## src/rtl/stream_split.sv

```systemverilog
`default_nettype none
// ============================================================================
// stream_split : one-to-two valid/ready splitter with per-beat destination
// mask (fork / unicast / drop) and a one-entry register slice per output.
// Revision 1.0
// ============================================================================
module stream_split #(
  parameter int DATA_WD = 4,
  parameter int CNT_WD  = 8
) (
  input  logic                 clk,
  input  logic                 rst,
  input  logic [2*DATA_WD-1:0] c_data,
  input  logic [1:0]           c_dst,
  input  logic                 c_valid,
  output logic                 c_ready,
  output logic [DATA_WD-1:0]   a_data,
  output logic                 a_valid,
  input  logic                 a_ready,
  output logic [DATA_WD-1:0]   b_data,
  output logic                 b_valid,
  input  logic                 b_ready,
  output logic [CNT_WD-1:0]    drop_cnt
);

  localparam logic [CNT_WD-1:0] DROP_MAX = {CNT_WD{1'b1}};

  logic [DATA_WD-1:0] a_data_q, a_data_d;
  logic [DATA_WD-1:0] b_data_q, b_data_d;
  logic               a_valid_q, a_valid_d;
  logic               b_valid_q, b_valid_d;
  logic [CNT_WD-1:0]  drop_cnt_q, drop_cnt_d;

  logic a_can;
  logic b_can;
  logic c_fire;

  assign a_can   = !a_valid_q || a_ready;
  assign b_can   = !b_valid_q || b_ready;
  // A fork needs both slices free in the same cycle, so neither branch loads alone.
  assign c_ready = !rst && (!c_dst[0] || a_can) && (!c_dst[1] || b_can);
  assign c_fire  = c_valid && c_ready;

  always_comb begin
    a_data_d   = a_data_q;
    a_valid_d  = a_valid_q;
    b_data_d   = b_data_q;
    b_valid_d  = b_valid_q;
    drop_cnt_d = drop_cnt_q;

    if (a_valid_q && a_ready) a_valid_d = 1'b0;
    if (b_valid_q && b_ready) b_valid_d = 1'b0;

    if (c_fire && c_dst[0]) begin
      a_data_d  = c_data[2*DATA_WD-1:DATA_WD];
      a_valid_d = 1'b1;
    end
    if (c_fire && c_dst[1]) begin
      b_data_d  = c_data[DATA_WD-1:0];
      b_valid_d = 1'b1;
    end

    if (c_fire && (c_dst == 2'b00) && (drop_cnt_q != DROP_MAX))
      drop_cnt_d = drop_cnt_q + 1'b1;
  end

  always_ff @(posedge clk) begin
    if (rst) begin
      a_data_q   <= '0;
      a_valid_q  <= 1'b0;
      b_data_q   <= '0;
      b_valid_q  <= 1'b0;
      drop_cnt_q <= '0;
    end else begin
      a_data_q   <= a_data_d;
      a_valid_q  <= a_valid_d;
      b_data_q   <= b_data_d;
      b_valid_q  <= b_valid_d;
      drop_cnt_q <= drop_cnt_d;
    end
  end

  assign a_data   = a_data_q;
  assign a_valid  = a_valid_q;
  assign b_data   = b_data_q;
  assign b_valid  = b_valid_q;
  assign drop_cnt = drop_cnt_q;

endmodule
`default_nettype wire

```

## config.mk

```make
export PLATFORM = sky130hd
export DESIGN_NAME = stream_split
export DESIGN_NICKNAME = d
export VERILOG_FILES = /design/src/rtl/stream_split.sv
export SDC_FILE = /design/constraint.sdc
export NUM_CORES = 1
export LEC_CHECK = 0
export ABC_AREA = 1
export BUFFER_PORTS_ARGS = -buffer_cell sky130_fd_sc_hd__buf_2
export CAP_MARGIN = 20
export CORE_MARGIN = 5
export CORE_UTILIZATION = 40
export DETAILED_ROUTE_END_ITERATION = 8
export PLACE_DENSITY = 0.76
export SETUP_SLACK_MARGIN = 0.4
export SLEW_MARGIN = 20
export SYNTH_ARGS = -nofsm -noshare
export SYNTH_HDL_FRONTEND = slang
export SYNTH_SLANG_ARGS = --single-unit
```

## constraint.sdc

```tcl
create_clock -name clk -period 3.8 [get_ports clk]
set_input_delay 0.76 -clock clk [delete_from_list [all_inputs] [get_ports clk]]
set_output_delay 0.76 -clock clk [all_outputs]
set_load 0.02 [all_outputs]
```

---- Word-level counts from Yosys, hierarchy flattened ----
Cells that the tools add are included.
storage, ports and cells
  register bits ........................... 18
  input bits .............................. 15
  output and inout bits ................... 19
  word-level logic and storage cells ...... 32
operators by class
  $add $sub $neg .......................... 1
  equality and inequality tests ........... 1
  muxes and demuxes ....................... 4
  reduce and logical (&&, ||, !) cells .... 21
operator list
  kind                 number
  $logic_and 1x1->1    9
  $add 8x1->8 const B  1
  $ne 8x8->1 const B   1
  $logic_not 1->1      5
  $logic_or 1x1->1     4
  $mux 1               4
  $reduce_bool 2->1    2
  $logic_not 2->1      1

---- Logic depth before layout (Yosys ltp) ----
Gate-level depths: netlist of the first run.
  depth after elaboration ................. 8
  gate-level depth with buffers ........... 10
  gate-level depth less buffers ........... 10

---- Least setup slack after synthesis of the first run ----
Ideal clock, no wire load.
  path kind ............................... input -> output
  start ................................... in b_ready
  end ..................................... out c_ready
  arrival ................................. 1.128 ns
  data required time ...................... 3.040 ns
  slack ................................... 1.912 ns
  stages on the path ...................... 4
  buffers on the path ..................... 0
  cell sequence ........................... inv_1 > nand3_2 > inv_1 > nor2_4
on the way
  word-level cells in the longest chain between the ends .. 3
RTL lines
  element            RTL line  source
  start, declared    22        input logic b_ready,
  $logic_or 1x1->1   39        assign b_can = !b_valid_q || b_ready;
  $logic_or 1x1->1   41        assign c_ready = !rst && (!c_dst[0] || a_can) && (!c_dst[1] || b_can);
  $logic_and 1x1->1  41
  end, declared      16        output logic c_ready,
No other way between the ends.

---- Worst setup path after layout of the first run ----
  start ................................... in rst
  end ..................................... out c_ready
on the way
  word-level cells in the longest chain between the ends .. 3
RTL lines
  element                         RTL line  source
  start, declared                 12        input logic rst,
  $logic_not 1->1                 41
  $logic_and 1x1->1 (2 in a row)  41
No other way between the ends.

==> impl_metrics.py, run 1 <==
metrics = {
    "run_status": {
        "run_status": "completed",
    },
    "route": {
        "totalWireLength_mm": 2.012,
        "drt-pass1-iter-count": 4,
        "drt_iter0_drc": 21,
        "ant_nets": 0,
        "post_detailed_route_drc_marker_count": 0,
        "avgViaCountPerCell": 4.508,
        "post_drt_wl_per_cell_um": 10.11,
        "vias": 897,
    },
    "grt": {
        "grt_util_all_layers": 0.1304,
        "grt_first_pass_wirelength_mm": 3.456,
        "grt_max_degree": 20,
        "grt_pass1_vias": 880,
        "globalRouteOverflowTotal": 0,
        "antenna_found_initial": 0,
    },
    "die": {
        "start_util": 0.4196,
        "die_x_um": 58.41,
        "die_area_mm2": 0.003411,
        "design.portCount": 34,
        "die_h_um": 58.41,
        "row_count": 17,
        "design.core.area_mm2": 0.002233,
    },
    "worst_setup_path": {
        "worst_setup_path_end_kind": "output port",
        "arrival_ps": 1500,
        "timing.critical_path.slowest_cell_delay_ps": 250,
        "kind_of_launch_point_of_the_worst_setup_path": "primary input",
        "timing.critical_path.required_ps": 3040,
        "critPathTopFamily": "buffers and inverters",
        "critical-path-top-cell-by-count": "buf_2",
        "cell_type_of_the_slowest_stage_on_the_worst_timing_path": "inv_2",
        "critical_path.max_fanout": 19,
        "buf_inv_on_cp": 3,
        "crit_path_cell_trace": "buf_2 -> inv_2 -> nand2_2 -> nor2_4 -> buf_2",
        "timing_worst_setup_path_type": "primary input to output port",
    },
    "synthesis": {
        "syn-num-nets": 151,
        "yosys_register_bits": 18,
        "synth_cell_types": 19,
        "post_synth_inst_count": 135,
        "yosys_warnings": 0,
        "syn_avg_cell_area_um2": 6.942,
        "synth_sequential_area_ratio": 0.3845,
        "synth_async_sr_flop_share": 0,
        "synth_edf_count": 0,
        "synthDominantCellAreaShare": 0.3845,
        "synth.top_cells.by_area": "dfxtp_1 38%, nor2_1 11%, nand2_1 9.2%",
        "ys_top_cells_by_count": "28 x nor2_1, 23 x nand2_1, 19 x inv_1",
        "syn_area_um2": 937.1,
        "post-synth-top-area-cell": "dfxtp_1",
        "post-synth-top-count-cell": "nor2_1",
        "dominantRegCellSynth": "dfxtp_1",
    },
    "finish": {
        "final_cell_count_no_fill": 199,
        "layout.nets": 188,
        "syn2layout_area_growth_pct": 24.43,
        "fin_util": 0.5221,
        "layout-drive-gt1-share": 0.3216,
        "stdcell_area_mm2": 0.001166,
        "antenna-diode-count": 0,
    },
    "sta": {
        "timing_hold_violations_final": 0,
        "timing.clock.skew_ps": 1.673,
        "max_slew_margin": 0.7858,
        "fin_setup_tns_ps": 0,
        "max_freq_ghz": 0.4425,
        "fin_crit_ps": 2260,
        "timing_worst_slew_pin_value_ps": 320.8,
        "fin_max_slew_vios": 0,
        "min_period_over_period": 0.5947,
        "rsz0062_at_grt": "false",
        "setup_viol": 0,
    },
    "power_and_ir_drop": {
        "p_leak_nw": 0.5993,
        "peakVddDrop_v": 0.0002018,
        "power_per_cell_area_mw_per_mm2": 317.4,
        "report.power.total_w": 0.0003702,
    },
    "cts": {
        "clockRootBuffer": "clkbuf_4",
        "cts-resized-gates": 0,
        "post_cts_setup_bufs": 0,
        "path_clk_slew_ps": 100,
        "cts_hold_repair.buffers": 0,
        "cts_tree": "built",
        "cts_made_buffers": 3,
        "cts.htree.levels": 1,
        "clockBufferDepth": 2,
        "clock_insertion_delay_worst_skew_ps": 290,
        "cts.sink_count": 18,
    },
    "placed_design": {
        "post-dp-hpwl_mm": 1.642,
        "gpl.final_weighted_congestion": 0.7973,
        "place.detailed.instances": 195,
        "port_buffers": 33,
        "placed_cell_area_mm2": 0.001130,
    },
    "run": {
        "number_of_maximum_capacitance_violations": 0,
    },
    "worst_hold_path": {
        "timing.hold.worst.class": "flip-flop to flip-flop",
    },
}
## worst paths after layout
check	startpoint	end	slack, ps	cells past startpoint
max reg2reg	drop_cnt[0]	drop_cnt[5]	2450	10
min	a_valid	a_valid	500	2
max	rst	c_ready	1540	5
min reg2reg	a_valid	a_valid	500	2
## cells in the final DEF (no fill, tap or decap), types with 2 or more instances in the layout
| master | instances |
|---|---|
| a21oi_1 | 4 |
| buf_2 | 33 |
| clkbuf_4 | 3 |
| dfxtp_1 | 18 |
| inv_1 | 19 |
| inv_2 | 3 |
| nand2_1 | 23 |
| nand2_2 | 2 |
| nand3_1 | 11 |
| nand3_2 | 2 |
| nor2_1 | 28 |
| nor2_2 | 5 |
| nor2_4 | 4 |
| nor3_1 | 2 |
| o21ai_0 | 8 |
## through the flow
| step | hold WS, ps | setup slack, ps |
|---|---|---|
| floorplan | 556.5 | 1912 |
| global placement | 473.5 | 1549 |
| detailed placement | 487.1 | 1530 |
| CTS | 501.4 | 1529 |
| global route | 529.6 | 1445 |
| finish | 500.0 | 1540 |
## per-layer routing
metal  global-route usage  part of all wire  wire (um)  vias up
met2               0.2249              0.50       1007       13
met4              0.06954             0.020         40        0
met5                    0                 0          0        -
met1               0.1527              0.44        889      393
met3              0.02193             0.037         74        4
li1                     -                 -          -      487
## sequential cells by signal, indices dropped and copies added (netlist names)
signal / count
b_data: 4
drop_cnt: 8
a_data: 4
a_valid: 1
b_valid: 1
## logic make-up after synthesis
logic type | Yosys count | share of synthesized area
AO/OA/AOI/OAI | 12 | 0.06409
XOR/XNOR | 1 | 0.009348
adder cells (fa/ha/maj) | 1 | 0.01335
buffers and inverters | 23 | 0.09613
flip-flops | 18 | 0.3845
AND/OR/NAND/NOR | 80 | 0.4326
## power breakdown
group          internal [W]  switching (W)
Clock             0.0000584      0.0000611
Combinational     0.0000186      0.0000332
Sequential         0.000195     0.00000396
Total              0.000272      0.0000982
## layout make-up
type	instances	area, um^2
clock buffers	4	36.28
well taps	28	35.03
flip-flops and latches	18	360.3
multi-input cells	94	486.7
fillers	252	1067
inverters	22	82.58
repair buffers	33	165.2
## worst min-delay path: stages, from the launching register on
cell and delay (ps):
dfxtp_1 340, nand2_1 70, a21oi_1 60
Note: power is estimated with default switching activity, not from simulation.
==> inputs of run 2 (changes only) <==
--- a/config.mk
+++ b/config.mk
@@ -5,13 +5,13 @@
 export SDC_FILE = /design/constraint.sdc
 export NUM_CORES = 1
 export LEC_CHECK = 0
-export ABC_AREA = 1
+export ABC_AREA = 0
 export BUFFER_PORTS_ARGS = -buffer_cell sky130_fd_sc_hd__buf_2
 export CAP_MARGIN = 20
 export CORE_MARGIN = 5
 export CORE_UTILIZATION = 40
 export DETAILED_ROUTE_END_ITERATION = 8
-export PLACE_DENSITY = 0.76
+export PLACE_DENSITY = 0.78
 export SETUP_SLACK_MARGIN = 0.4
 export SLEW_MARGIN = 20
 export SYNTH_ARGS = -nofsm -noshare
==> constraint.sdc (replaced) <==
create_clock -name clk -period 2.32 [get_ports clk]
set_input_delay 0.464 -clock clk [delete_from_list [all_inputs] [get_ports clk]]
set_output_delay 0.464 -clock clk [all_outputs]
set_load 0.02 [all_outputs]
==> run 2 against run 1 <==
  * Synthesized cell count decreased by 39%
  * Combinational power grew 13%
  * Sequential share of layout area grew 4.6 points
  * Core utilization grew 0.59 points
  * Hold slack got worse by 110 ps
  * Clock skew hardly changed
  * Worst setup slack got worse by 770 ps
  * Largest cell class unchanged
  * Highest routed layer unchanged
==> impl_metrics.py, run 2 <==
metrics = {
    "run_status": {
        "run_status": "completed",
    },
    "route": {
        "post_drt_wl_per_cell_um": 12.51,
        "post_detailed_route_drc_marker_count": 0,
        "ant_nets": 0,
        "drt-pass1-iter-count": 3,
        "drt_iter0_drc": 6,
        "vias": 732,
        "avgViaCountPerCell": 5.119,
        "totalWireLength_mm": 1.789,
    },
    "synthesis": {
        "synth_sequential_area_ratio": 0.4550,
        "syn_area_um2": 792.0,
        "post-synth-top-area-cell": "dfxtp_1",
        "yosys_warnings": 0,
        "dominantRegCellSynth": "dfxtp_1",
        "post_synth_xor_area_fraction": 0.05529,
        "post_synth_inst_count": 82,
        "synth.top_cells.by_area": "dfxtp_1 45%, mux2i_1 13%, nor2_1 7.6%",
        "yosys_register_bits": 18,
        "muxShareOfSynthArea": 0.1264,
        "combinational_family_with_the_most_area_after_synthesis": "simple AND/OR/NAND/NOR gates",
        "synth_cell_types": 25,
        "syn_avg_cell_area_um2": 9.659,
        "ys_top_cells_by_count": "18 x dfxtp_1, 16 x nor2_1, 10 x mux2i_1",
        "synth_async_sr_flop_share": 0,
        "synth_edf_count": 0,
        "fraction_of_the_mapped_netlist_area_in_adder_cells": 0.01580,
        "post-synth-top-count-cell": "dfxtp_1",
        "synthDominantCellAreaShare": 0.4550,
        "synth-compound-area-share": 0.06951,
        "synth-simple-area-share": 0.2575,
        "syn-num-nets": 98,
    },
    "finish": {
        "mostFrequentLayoutCells": "33 x buf_2, 18 x dfxtp_1, 16 x nor2_1",
        "syn2layout_area_growth_pct": 28.12,
        "layout.nets": 133,
        "antenna-diode-count": 0,
        "commonest_non_fill_non_tap_cell_in_the_layout": "buf_2",
        "number_of_flip_flops_in_the_largest_register": 8,
        "final_cell_count_no_fill": 143,
        "layout-drive-gt1-share": 0.3362,
        "fin_util": 0.5280,
    },
    "cts": {
        "clockBufferDepth": 2,
        "clockRootBuffer": "clkbuf_4",
        "cts.sink_count": 18,
        "path_clk_slew_ps": 100,
        "cts_hold_repair.buffers": 0,
        "post_cts_setup_bufs": 0,
        "clock_insertion_delay_worst_skew_ps": 300,
        "cts-resized-gates": 0,
        "cts_made_buffers": 3,
        "cts_tree": "built",
        "cts.htree.levels": 1,
    },
    "power_and_ir_drop": {
        "peakVddDrop_v": 0.0002852,
        "report.power.total_w": 0.0005728,
        "p_leak_nw": 0.5002,
        "power_per_cell_area_mw_per_mm2": 564.5,
    },
    "placed_design": {
        "place_worst_setup_slack_ps": 613.5,
        "place.detailed.instances": 139,
        "post-dp-hpwl_mm": 1.355,
        "gpl.final_weighted_congestion": 0.7648,
        "port_buffers": 33,
    },
    "die": {
        "row_count": 16,
        "design.portCount": 34,
        "die_area_mm2": 0.002970,
        "start_util": 0.4121,
        "die_h_um": 54.50,
        "die_x_um": 54.50,
        "design.core.area_mm2": 0.001922,
    },
    "sta": {
        "fin_setup_tns_ps": 0,
        "timing.clock.skew_ps": 1.332,
        "timing_worst_slew_pin_value_ps": 399.1,
        "fin_crit_ps": 1546,
        "max_slew_margin": 0.7328,
        "max_freq_ghz": 0.6468,
        "fin_max_slew_vios": 0,
        "rsz0062_at_grt": "false",
        "timing_hold_violations_final": 0,
        "setup_viol": 0,
        "post-route-worst-setup-slack_ps": 773.9,
        "min_period_over_period": 0.6664,
    },
    "grt": {
        "grt_util_all_layers": 0.1237,
        "grt_first_pass_wirelength_mm": 2.622,
        "antenna_found_initial": 0,
        "grt_max_degree": 22,
        "groute.layer.met3.usage": 0.02452,
        "grt_pass1_vias": 640,
        "global_route.usage.met1": 0.1325,
        "global_route.usage.met2": 0.2211,
        "globalRouteOverflowTotal": 0,
        "global_route.peak_usage_layer": "met2",
    },
    "worst_setup_path": {
        "critical_path.max_fanout": 3,
        "worst_setup_path_end_kind": "output port",
        "arrival_ps": 1080,
        "timing.critical_path.required_ps": 1860,
        "kind_of_launch_point_of_the_worst_setup_path": "flip-flop",
        "timing_worst_setup_path_type": "flip-flop to output port",
    },
    "worst_hold_path": {
        "timing.hold.worst.class": "primary input to flip-flop",
    },
    "run": {
        "number_of_maximum_capacitance_violations": 0,
    },
}
run 2: cell types whose count changed after synthesis, sizes merged, moves of 3 or more:
cell    change
nor2       -21
mux2i      +10
inv        -21
xor2        +4
nand3      -12
o21ai       -6
nand2b      +3
nand2      -23
run 2: cell families (layout without fill, tap and decap cells):
logic type | count (synthesis) | count (layout)
AND/OR/NAND/NOR | 36 | 36
flip-flops | 18 | 18
multiplexers | 10 | 10
AO/OA/AOI/OAI | 8 | 8
XOR/XNOR | 5 | 5
buffers and inverters | 4 | 38
adder cells (fa/ha/maj) | 1 | 1
run 2: area by class of cell:
class,instances,area (um^2)
Inverter,1,3.754
Multi-Input combinational cell,60,415.4
Timing Repair Buffer,33,165.2
Sequential cell,18,360.3
Tap cell,27,33.78
Fill cell,185,907.1
Clock buffer,4,36.28
run 2: routing by layer:
layer,share of wire,up-vias
li1,-,354
met1,0.42,348
met2,0.48,24
met3,0.074,6
met4,0.025,0
met5,0,-
run 2: stage by stage:
step,hold WS (ps),instance area (um^2)
3_5_place_dp,484.4,978.4
5_1_grt,397.8,1015
6_report,393.2,1015
4_1_cts,399.7,1015
3_3_place_gp,467.0,978.4
2_1_floorplan,554.5,792.0
run 2: path summary, 6_finish.rpt:
path | from | end | slack [ps] | depth (start not counted)
worst min-delay path | c_data[7] | a_data[3] | 390 | 3
worst max-delay path | a_valid | c_ready | 770 | 4
worst min register to register | a_valid | a_valid | 500 | 2
worst max register to register | drop_cnt[0] | drop_cnt[1] | 870 | 5
run 2: power by group:
part | internal [W] | leakage (nW) | total, W | switching [W]
sequential | 0.000316 | 0.146 | 0.000320 | 0.00000391
combinational | 0.0000250 | 0.333 | 0.0000584 | 0.0000334
clock | 0.0000958 | 0.0210 | 0.000195 | 0.0000990
total | 0.000436 | 0.500 | 0.000573 | 0.000136
run 2: critical path, stage by stage, from the launching register on:
cell      delay (ps)
dfxtp_1          360
nand3b_1         130
nand2_1           90
nor2_1            40
buf_2            170
==> inputs of run 3 (changes only) <==
--- a/config.mk
+++ b/config.mk
@@ -11,7 +11,7 @@
 export CORE_MARGIN = 5
 export CORE_UTILIZATION = 40
 export DETAILED_ROUTE_END_ITERATION = 8
-export PLACE_DENSITY = 0.78
+export PLACE_DENSITY = 0.81
 export SETUP_SLACK_MARGIN = 0.4
 export SLEW_MARGIN = 20
 export SYNTH_ARGS = -nofsm -noshare
==> constraint.sdc (replaced) <==
create_clock -name clk -period 1.3 [get_ports clk]
set_input_delay 0.26 -clock clk [delete_from_list [all_inputs] [get_ports clk]]
set_output_delay 0.26 -clock clk [all_outputs]
set_load 0.02 [all_outputs]
==> run 3 against run 2 <==
  * The run now ends with setup timing left
  * Clock power up 78%
  * Largest cell class unchanged
  * Die area unchanged
  * Flip-flop and latch count did not move
  * Non-clock buffer count up 20
  * Clock-buffer cell count is the same
  * Final cell count rose by 14%
  * Global-route usage up 6.6 points
  * Combinational power rose to 2.6 times the previous value
  * Sequential share of layout area down 7.1 points
  * Critical endpoint unchanged
  * Highest routed layer unchanged
  * Wire length is 44% higher
==> impl_metrics.py, run 3 (same netlist as run 2, synthesis figures left out) <==
metrics = {
    "power_and_ir_drop": {
        "sw_frac_of_total": 0.2442,
        "clock_power_share": 0.328,
        "p_int_w": 0.0007995,
        "power_per_cell_area_mw_per_mm2": 741.6,
        "share_comb_of_total_power": 0.144,
        "seq_power_share": 0.528,
        "net-switching-power_w": 0.0002583,
        "peakVddDrop_v": 0.0006605,
        "p_leak_nw": 0.6317,
    },
    "cts": {
        "cts.sink_count": 18,
        "cts.htree.levels": 1,
        "cts_tree": "built",
        "clock_insertion_delay_worst_skew_ps": 290,
        "cts_made_buffers": 3,
        "clockRootBuffer": "clkbuf_4",
        "clockBufferDepth": 2,
        "path_clk_slew_ps": 100,
    },
    "sta": {
        "max_freq_ghz": 0.7577,
        "max_slew_margin": 0.8562,
        "min_period_over_period": 1.015,
        "fin_max_slew_vios": 0,
        "rsz0062_at_grt": "true",
        "timing.clock.skew_ps": 1.418,
        "setup_viol": 1,
        "post-route-worst-setup-slack_ps": -19.83,
        "timing_worst_slew_pin_value_ps": 214.7,
        "fin_crit_ps": 1320,
        "finalHoldWorstSlack_ps": 193.6,
        "timing_hold_violations_final": 0,
    },
    "worst_setup_path": {
        "kind_of_launch_point_of_the_worst_setup_path": "flip-flop",
        "critPathTopFamily": "flip-flops",
        "buf_inv_on_cp": 1,
        "timing_worst_setup_path_type": "flip-flop to output port",
        "timing.critical_path.slowest_cell_delay_ps": 370,
        "arrival_ps": 1060,
        "cell_type_of_the_slowest_stage_on_the_worst_timing_path": "dfxtp_4",
        "critical_path.max_fanout": 3,
        "worst_setup_path_end_kind": "output port",
        "crit_path_cell_trace": "nand3b_1 -> nand2_2 -> nor2_4 -> buf_6",
        "timing.critical_path.required_ps": 1040,
    },
    "route": {
        "post_detailed_route_drc_marker_count": 0,
        "post_drt_wl_per_cell_um": 15.83,
        "vias": 828,
        "drt-pass1-iter-count": 4,
        "ant_nets": 0,
        "avgViaCountPerCell": 5.080,
        "totalWireLength_mm": 2.581,
        "drt_iter0_drc": 14,
    },
    "finish": {
        "stdcell_area_mm2": 0.001426,
        "antenna-diode-count": 0,
        "syn2layout_area_growth_pct": 80.09,
        "layout-drive-gt1-share": 0.6544,
        "number_of_flip_flops_in_the_largest_register": 8,
        "layout.nets": 153,
        "mostFrequentLayoutCells": "27 x buf_6, 15 x nor2_1, 14 x buf_2",
        "commonest_non_fill_non_tap_cell_in_the_layout": "buf_6",
        "layout.filler_cells": 129,
    },
    "run_status": {
        "violations": "setup timing",
        "run_status": "finished, violations left",
    },
    "grt": {
        "globalRouteOverflowTotal": 0,
        "grt_max_degree": 14,
        "antenna_found_initial": 0,
        "grt_util_all_layers": 0.1894,
        "grt_pass1_vias": 832,
        "grt_first_pass_wirelength_mm": 3.933,
    },
    "die": {
        "design.portCount": 34,
        "die_h_um": 54.50,
        "die_area_mm2": 0.002970,
        "design.core.area_mm2": 0.001922,
        "die_x_um": 54.50,
        "row_count": 16,
        "start_util": 0.4121,
    },
    "placed_design": {
        "placed_cell_area_mm2": 0.001074,
        "post-dp-hpwl_mm": 1.414,
        "port_buffers": 33,
        "gpl.final_weighted_congestion": 0.7721,
    },
    "worst_hold_path": {
        "timing.hold.worst.class": "primary input to flip-flop",
    },
    "run": {
        "number_of_maximum_capacitance_violations": 0,
    },
}
[run 3: cell types whose count changed in the layout (fill, tap and decap cells not counted), sizes merged]
cell / previous run / this run
buf: 33 / 53
[run 3: path summary, 6_finish.rpt]
kind | cells after the start | slack (ps) | endpoint | from
worst max-delay path | 4 | -20 | c_ready | b_valid
worst min-delay path | 3 | 190 | a_data[1] | c_data[5]
worst min register to register | 2 | 520 | a_data[1] | a_data[1]
worst max register to register | 6 | 50 | drop_cnt[6] | drop_cnt[1]
[run 3: cell type report]
class / count / area (um^2) / area share
inverter: 1 / 3.754 / 0.002632
clock buffer: 4 / 36.28 / 0.02544
multi-input combinational: 60 / 483.0 / 0.3386
sequential: 18 / 405.4 / 0.2842
timing repair buffer: 53 / 464.2 / 0.3254
tap: 27 / 33.78 / 0.02368
[run 3: layer usage]
layer / vias up / part of all wire / track usage
li1: 395 / - / -
met1: 396 / 0.39 / 0.2099
met2: 27 / 0.53 / 0.3406
met3: 10 / 0.037 / 0.02725
met4: 0 / 0.042 / 0.1079
met5: - / 0 / 0
[run 3: power by group through the flow]
| stage | Sequential (W) | Combinational, W | Clock [W] |
|---|---|---|---|
| after floorplan | 0.000591 | 0.0000518 | 0 |
| final | 0.000558 | 0.000152 | 0.000347 |
| after detailed placement | 0.000576 | 0.000115 | 0 |
| after CTS | 0.000560 | 0.000145 | 0.000353 |
| after global routing | 0.000560 | 0.000163 | 0.000386 |
| after global placement | 0.000575 | 0.000112 | 0 |
[run 3: metrics by stage]
step | power (W) | instances | TNS [ps] | util | worst slack, ps
after floorplan | 0.0006426 | 82 | 0 | - | 118.4
after global placement | 0.0006871 | 143 | 0 | 0.5586 | 9.918
after detailed placement | 0.0006906 | 143 | -87.47 | 0.5586 | -45.83
after CTS | 0.001058 | 157 | -17.55 | 0.7096 | -17.55
after global routing | 0.001109 | 163 | -119.0 | 0.7422 | -83.64
final | 0.001058 | 163 | -19.83 | 0.7422 | -19.83
[run 3: worst register-to-register path: stages, from the launching register on]
cell and delay [ps]:
dfxtp_4 370, ha_4 170, buf_6 110, and2_4 130, nand4_1 100, mux2i_1 200
nor2_1 60
[run 3: repair_timing]
item / 4_1_cts / 5_1_grt
setup buffers: 10 / 6
resized for setup: 62 / 5
setup endpoints to repair: 37 / 37
hold buffers: 0 / 0
pin swaps: 19 / 13
